==> src/rtl/audio_dac_serializer.sv <==
// audio_dac_serializer: buffers one stereo pair and shifts it out left-justified, MSB-first, to a slave-mode codec DAC
module audio_dac_serializer #(
    parameter int DATA_W   = 16,
    parameter int BCLK_DIV = 4
) (
    input  logic              iCLK,
    input  logic              reset_h,
    input  logic [DATA_W-1:0] iL,
    input  logic [DATA_W-1:0] iR,
    input  logic              iValid,
    output logic              oReady,
    output logic              oAUD_BCK,
    output logic              oAUD_LRCK,
    output logic              oAUD_DATA,
    output logic              oFrame,
    output logic              oUnderrun
);
    localparam int FW = 2 * DATA_W;
    localparam int DW = $clog2(BCLK_DIV);
    localparam int IW = $clog2(FW);

    logic [DW-1:0]     div;
    logic [IW-1:0]     bit_idx;
    logic [IW-1:0]     next_idx;
    logic [FW-1:0]     shift;
    logic [DATA_W-1:0] hold_l;
    logic [DATA_W-1:0] hold_r;
    logic              hold_full;
    logic              terminal;
    logic              fall;
    logic              wrap;
    logic              accept;

    assign oReady = ~hold_full;

    // edge detection: a bit slot advances only when BCLK is about to go 1->0
    always_comb begin
        terminal = div == DW'(BCLK_DIV - 1);
        fall     = terminal & oAUD_BCK;
        wrap     = bit_idx == IW'(FW - 1);
        next_idx = wrap ? '0 : bit_idx + IW'(1);
        accept   = iValid & ~hold_full;
    end

    // bit clock divider: toggle BCLK every BCLK_DIV system cycles
    always_ff @(posedge iCLK) begin
        if (reset_h) begin
            div      <= '0;
            oAUD_BCK <= 1'b0;
        end else if (terminal) begin
            div      <= '0;
            oAUD_BCK <= ~oAUD_BCK;
        end else begin
            div <= div + DW'(1);
        end
    end

    // serializer: load the held pair (or silence) at frame start, otherwise shift one bit per falling BCLK
    always_ff @(posedge iCLK) begin
        if (reset_h) begin
            bit_idx   <= IW'(FW - 1);
            shift     <= '0;
            oAUD_DATA <= 1'b0;
            oAUD_LRCK <= 1'b0;
            oFrame    <= 1'b0;
            oUnderrun <= 1'b0;
        end else begin
            oFrame    <= fall & wrap;
            oUnderrun <= fall & wrap & ~hold_full;
            if (fall) begin
                bit_idx <= next_idx;
                if (wrap) begin
                    oAUD_LRCK <= 1'b1;
                    oAUD_DATA <= hold_full & hold_l[DATA_W-1];
                    shift     <= hold_full ? {hold_l, hold_r} << 1 : '0;
                end else begin
                    oAUD_LRCK <= (next_idx == IW'(DATA_W)) ? 1'b0 : oAUD_LRCK;
                    oAUD_DATA <= shift[FW-1];
                    shift     <= shift << 1;
                end
            end
        end
    end

    // one-deep holding register: filled by a handshake, emptied at frame start
    always_ff @(posedge iCLK) begin
        if (reset_h) begin
            hold_full <= 1'b0;
            hold_l    <= '0;
            hold_r    <= '0;
        end else if (accept) begin
            hold_full <= 1'b1;
            hold_l    <= iL;
            hold_r    <= iR;
        end else if (fall & wrap) begin
            hold_full <= 1'b0;
        end
    end
endmodule

==> config.mk <==
export PLATFORM = sky130hd
export DESIGN_NAME = audio_dac_serializer
export DESIGN_NICKNAME = d
export VERILOG_FILES = /design/src/rtl/audio_dac_serializer.sv
export SDC_FILE = /design/constraint.sdc
export NUM_CORES = 1
export LEC_CHECK = 0
export ABC_AREA = 1
export BUFFER_PORTS_ARGS = -buffer_cell sky130_fd_sc_hd__buf_2
export CORE_ASPECT_RATIO = 1.5
export CORE_MARGIN = 1
export CORE_UTILIZATION = 45
export DETAILED_ROUTE_END_ITERATION = 8
export SLEW_MARGIN = 20
export SYNTH_ARGS = -nofsm -noshare
export SYNTH_HDL_FRONTEND = slang
export SYNTH_SLANG_ARGS = --single-unit
==> constraint.sdc <==
create_clock -name iCLK -period 2.14 [get_ports iCLK]
set_input_delay 0.107 -clock iCLK [delete_from_list [all_inputs] [get_ports iCLK]]
set_output_delay 0.107 -clock iCLK [all_outputs]
set_load 0.05 [all_outputs]
==> results list <==
- Remaining max-slew budget at the tightest pin: 0.662
* Fin Clk Skew: between 0.005 and 0.006 ns
- Buffers inserted to repair hold after CTS numbered 12.
* DRT Wirelength: 6360 um
- Max H-tree Level: 3
- Final hold violation count: 0
- Avg Cell Area, Syn: ~8 um2
- Summed over all nets, the half-perimeter wirelength after detailed placement is approximately 4100 um.
* Cell area after synthesis: 3170 um2
- Of the total power, the clock network draws 0.335.
- RSZ-0062 raised after global routing: false
* Effective utilization at floorplan: 0.463
- Measured along the x axis, the die boundary spans 70.5 um.
- The worst setup path is launched from a flop.
- The first detailed-routing pass took 6 iterations.
* Flip-flop and latch count after synthesis: 76
* Post-layout minimum cycle time: 1.92 ns
- The number of setup buffers added after CTS is 0.
* Max Slew Vio Count: 0
- Global placement routability congestion: 0.860
- The netlist uses 23 different library cells.
- Iter 0 DRT Violations: 195
* TritonCTS clock tree: yes
- The finished cells cover 3610 um2.
* Number of antenna-violating nets in the routed design: 0
- CTS Root Cell: sky130_fd_sc_hd__clkbuf_8
- In the post-synthesis netlist, the biggest area contributors are sky130_fd_sc_hd__dfxtp_1 (48%), sky130_fd_sc_hd__nand3_1 (7.7%), sky130_fd_sc_hd__o211ai_1 (7.3%).
* Fraction of power spent switching nets: 0.244
- Cell taking the most area after synthesis: sky130_fd_sc_hd__dfxtp_1
- The finished layout holds approximately 530 standard cells, fillers aside.
* Standard-cell rows: 37
- Die outline area: 7390 um2
* Portion of the post-synthesis area used by sequential elements: 0.480
- The run finished, with violations left.
* Maximum number of pins on one net before global-route repair: 35
- Overall global routing resource usage: 0.195
- Internal power comes to 2.01 mW.
* Final-report setup violation count: 0
* Synthesized instance count: between 400 and 500
* Maximum clock frequency: 522 MHz
- I/O pin total: 41
* Number of instances in the placed design: 505
* Number of nets in the layout: around 490
- In the final layout, the share of cells above drive strength 1 is 0.155.
- Clock sink total: 76
* Hold WC Path Type: input port to flop
* Required time of the critical path: ~2.4 ns
- Count of unresolved DRC violations after routing: 8
* Crit path largest cell delay: 0.38 ns
* Synthesized net count: 446
- In this run the standard cell core region covers 6850 um2.
- Layout fillers: 716
- CTS Buffer Depth: 2
- The total overflow left after global routing is 0.
* Power dissipated by switching net loads: 0.647 mW
* Area added between synthesis and finish: 14.1%
- Dividing the detail-routed via count by the number of cells gives about 5.1.
- Via total after detailed routing: roughly 2.7k
- In this run the worst path has a maximum fanout of 9.
* Total Negative Setup Slacks: 0 ns
- Of the total power, registers draw 0.568.
* Antenna fix cells: 0
- Clk Latency, worst-skew pair: 0.35 ns
- Number of global-route vias before repair: 2538
- After layout, the worst setup slack is 0.225 ns.
- The largest individual stage delay along the critical path comes from the cell sky130_fd_sc_hd__dfxtp_1.
* Number of instances resized during post-cts repair: 0
* Post-Place Worst Slack: 0.262 ns
- The Yosys step of the flow raised 0 warnings.
- Worst setup path category: flop to flop
* WP data arrival: 2.21 ns
* Worst vdd rail ir drop: 0.434 mV
* Worst-Margin Slew: slightly above 0.5 ns
- CP Cell Sequence: ha_1, nand2_1, nor2_1, ha_1, buf_4, nand2_1, o21ai_0, o211ai_1, inv_1
- Power per standard cell area: 735 nW/um2
- STA classifies the critical path endpoint as a flop.
* Share of the clock period used by the worst path after layout: 0.895
- Number of antenna violations at the first check in global routing: 0
- Clock-pin slew was measured on the worst setup and hold paths at 0.07 ns.
- Max-cap violations in this run came to 0.
- Of the post-synthesis cell area, the dominant cell type holds 0.480.
* Wire length of the first global-routing pass: 11200 um
- Cell area after placement: 3350 um2
- Number of buffer cells added on primary ports: 40
- The share of total power dissipated in combinational logic is 0.097.
* Number of buffers created by CTS: 9
* Leakage power total: 1.67 nW
* DIE HEIGHT: 105 um
- Routed len/inst: 12.0 um
* Violations in the final reports: design-rule violations
==> metal layers <==
metal	up-vias	GRT usage	part of all wire
met4	0	0.0991	0.014
met3	8	0.0608	0.040
li1	1431	-	-
met1	1218	0.226	0.47
met2	51	0.319	0.48
met5	-	0	0
==> synth_stat cells <==
library cell,count
sky130_fd_sc_hd__a21oi_1,21
sky130_fd_sc_hd__a22oi_1,2
sky130_fd_sc_hd__buf_2,16
sky130_fd_sc_hd__buf_4,5
sky130_fd_sc_hd__buf_6,5
sky130_fd_sc_hd__clkbuf_1,1
sky130_fd_sc_hd__clkbuf_2,3
sky130_fd_sc_hd__dfxtp_1,76
sky130_fd_sc_hd__ha_1,4
sky130_fd_sc_hd__inv_1,46
sky130_fd_sc_hd__inv_2,6
sky130_fd_sc_hd__nand2_1,33
sky130_fd_sc_hd__nand2_2,3
sky130_fd_sc_hd__nand3_1,49
sky130_fd_sc_hd__nand4_1,2
sky130_fd_sc_hd__nor2_1,57
sky130_fd_sc_hd__nor2_2,1
sky130_fd_sc_hd__nor3_1,2
sky130_fd_sc_hd__nor3b_1,1
sky130_fd_sc_hd__o211ai_1,31
sky130_fd_sc_hd__o21ai_0,41
sky130_fd_sc_hd__o21ai_1,1
sky130_fd_sc_hd__o221ai_1,1
==> layout by cell type (no fill, tap or decap) <==
master,n
sky130_fd_sc_hd__a21oi_1,21
sky130_fd_sc_hd__a22oi_1,2
sky130_fd_sc_hd__buf_2,40
sky130_fd_sc_hd__buf_4,10
sky130_fd_sc_hd__clkbuf_1,2
sky130_fd_sc_hd__clkbuf_8,10
sky130_fd_sc_hd__dfxtp_1,76
sky130_fd_sc_hd__dlygate4sd3_1,12
sky130_fd_sc_hd__ha_1,4
sky130_fd_sc_hd__inv_1,46
sky130_fd_sc_hd__inv_2,6
sky130_fd_sc_hd__nand2_1,33
sky130_fd_sc_hd__nand2_2,3
sky130_fd_sc_hd__nand3_1,49
sky130_fd_sc_hd__nand4_1,2
sky130_fd_sc_hd__nor2_1,57
sky130_fd_sc_hd__nor2_2,1
sky130_fd_sc_hd__nor3_1,2
sky130_fd_sc_hd__nor3b_1,1
sky130_fd_sc_hd__o211ai_1,31
sky130_fd_sc_hd__o21ai_0,41
sky130_fd_sc_hd__o21ai_1,1
sky130_fd_sc_hd__o221ai_1,1
==> power groups by stage <==
stage                     combinational, mW  sequential [mW]  clock, mW
final                                 0.257             1.51      0.890
after global routing                  0.299             1.52      0.979
after CTS                             0.260             1.51      0.921
after detailed placement              0.243             1.54          0
after global placement                0.241             1.54          0
after floorplan                       0.179             1.54          0
==> registers in the layout, indices dropped and copies added, names as in the netlist <==
name	count
bit_idx	5
oAUD_LRCK	1
oAUD_DATA	1
hold_l	16
oUnderrun	1
oFrame	1
shift	31
oAUD_BCK	1
div	2
hold_r	16
hold_full	1
==> critical path: cells and delay by family, from the launching register on <==
kind	cells	cell delay [ns]
fa+ha+maj	2	0.42
simple gates	3	0.40
compound gates	2	0.40
flops	1	0.38
buf+inv	2	0.26
==> stage by stage <==
stage	hold slack (ns)	power (mW)	util
2_1_floorplan	0.271	1.72	-
3_3_place_gp	0.356	1.78	0.489
3_5_place_dp	0.363	1.78	0.489
4_1_cts	0.00153	2.69	0.528
5_1_grt	0.00323	2.80	0.528
6_report	0.0120	2.66	0.528
==> cell families after synthesis <==
family | after synthesis | synth area share
and+or+nand+nor | 148 | 0.201
AOI/OAI and AO/OA | 97 | 0.180
buffers and inverters | 82 | 0.122
DFF | 76 | 0.480
adders and majority gates | 4 | 0.0158
==> final cells by class <==
cell class              count  area [um2]  area share
clock buffers              12         145      0.0402
inverters                  52         195      0.0540
multi-input cells         249        1260       0.349
flip-flops and latches     76        1520       0.421
well taps                  78        97.6      0.0270
repair buffers             62         395       0.109
==> final timing paths <==
path / startpoint / endpoint / slack [ns] / cells after the start
max: bit_idx[0] / shift[31] / 0.22 / 9
min: iR[4] / hold_r[4] / 0.01 / 3
max reg2reg: bit_idx[0] / shift[31] / 0.22 / 9
min reg2reg: div[0] / div[0] / 0.43 / 1
Note: power is estimated with default switching activity, not from simulation.
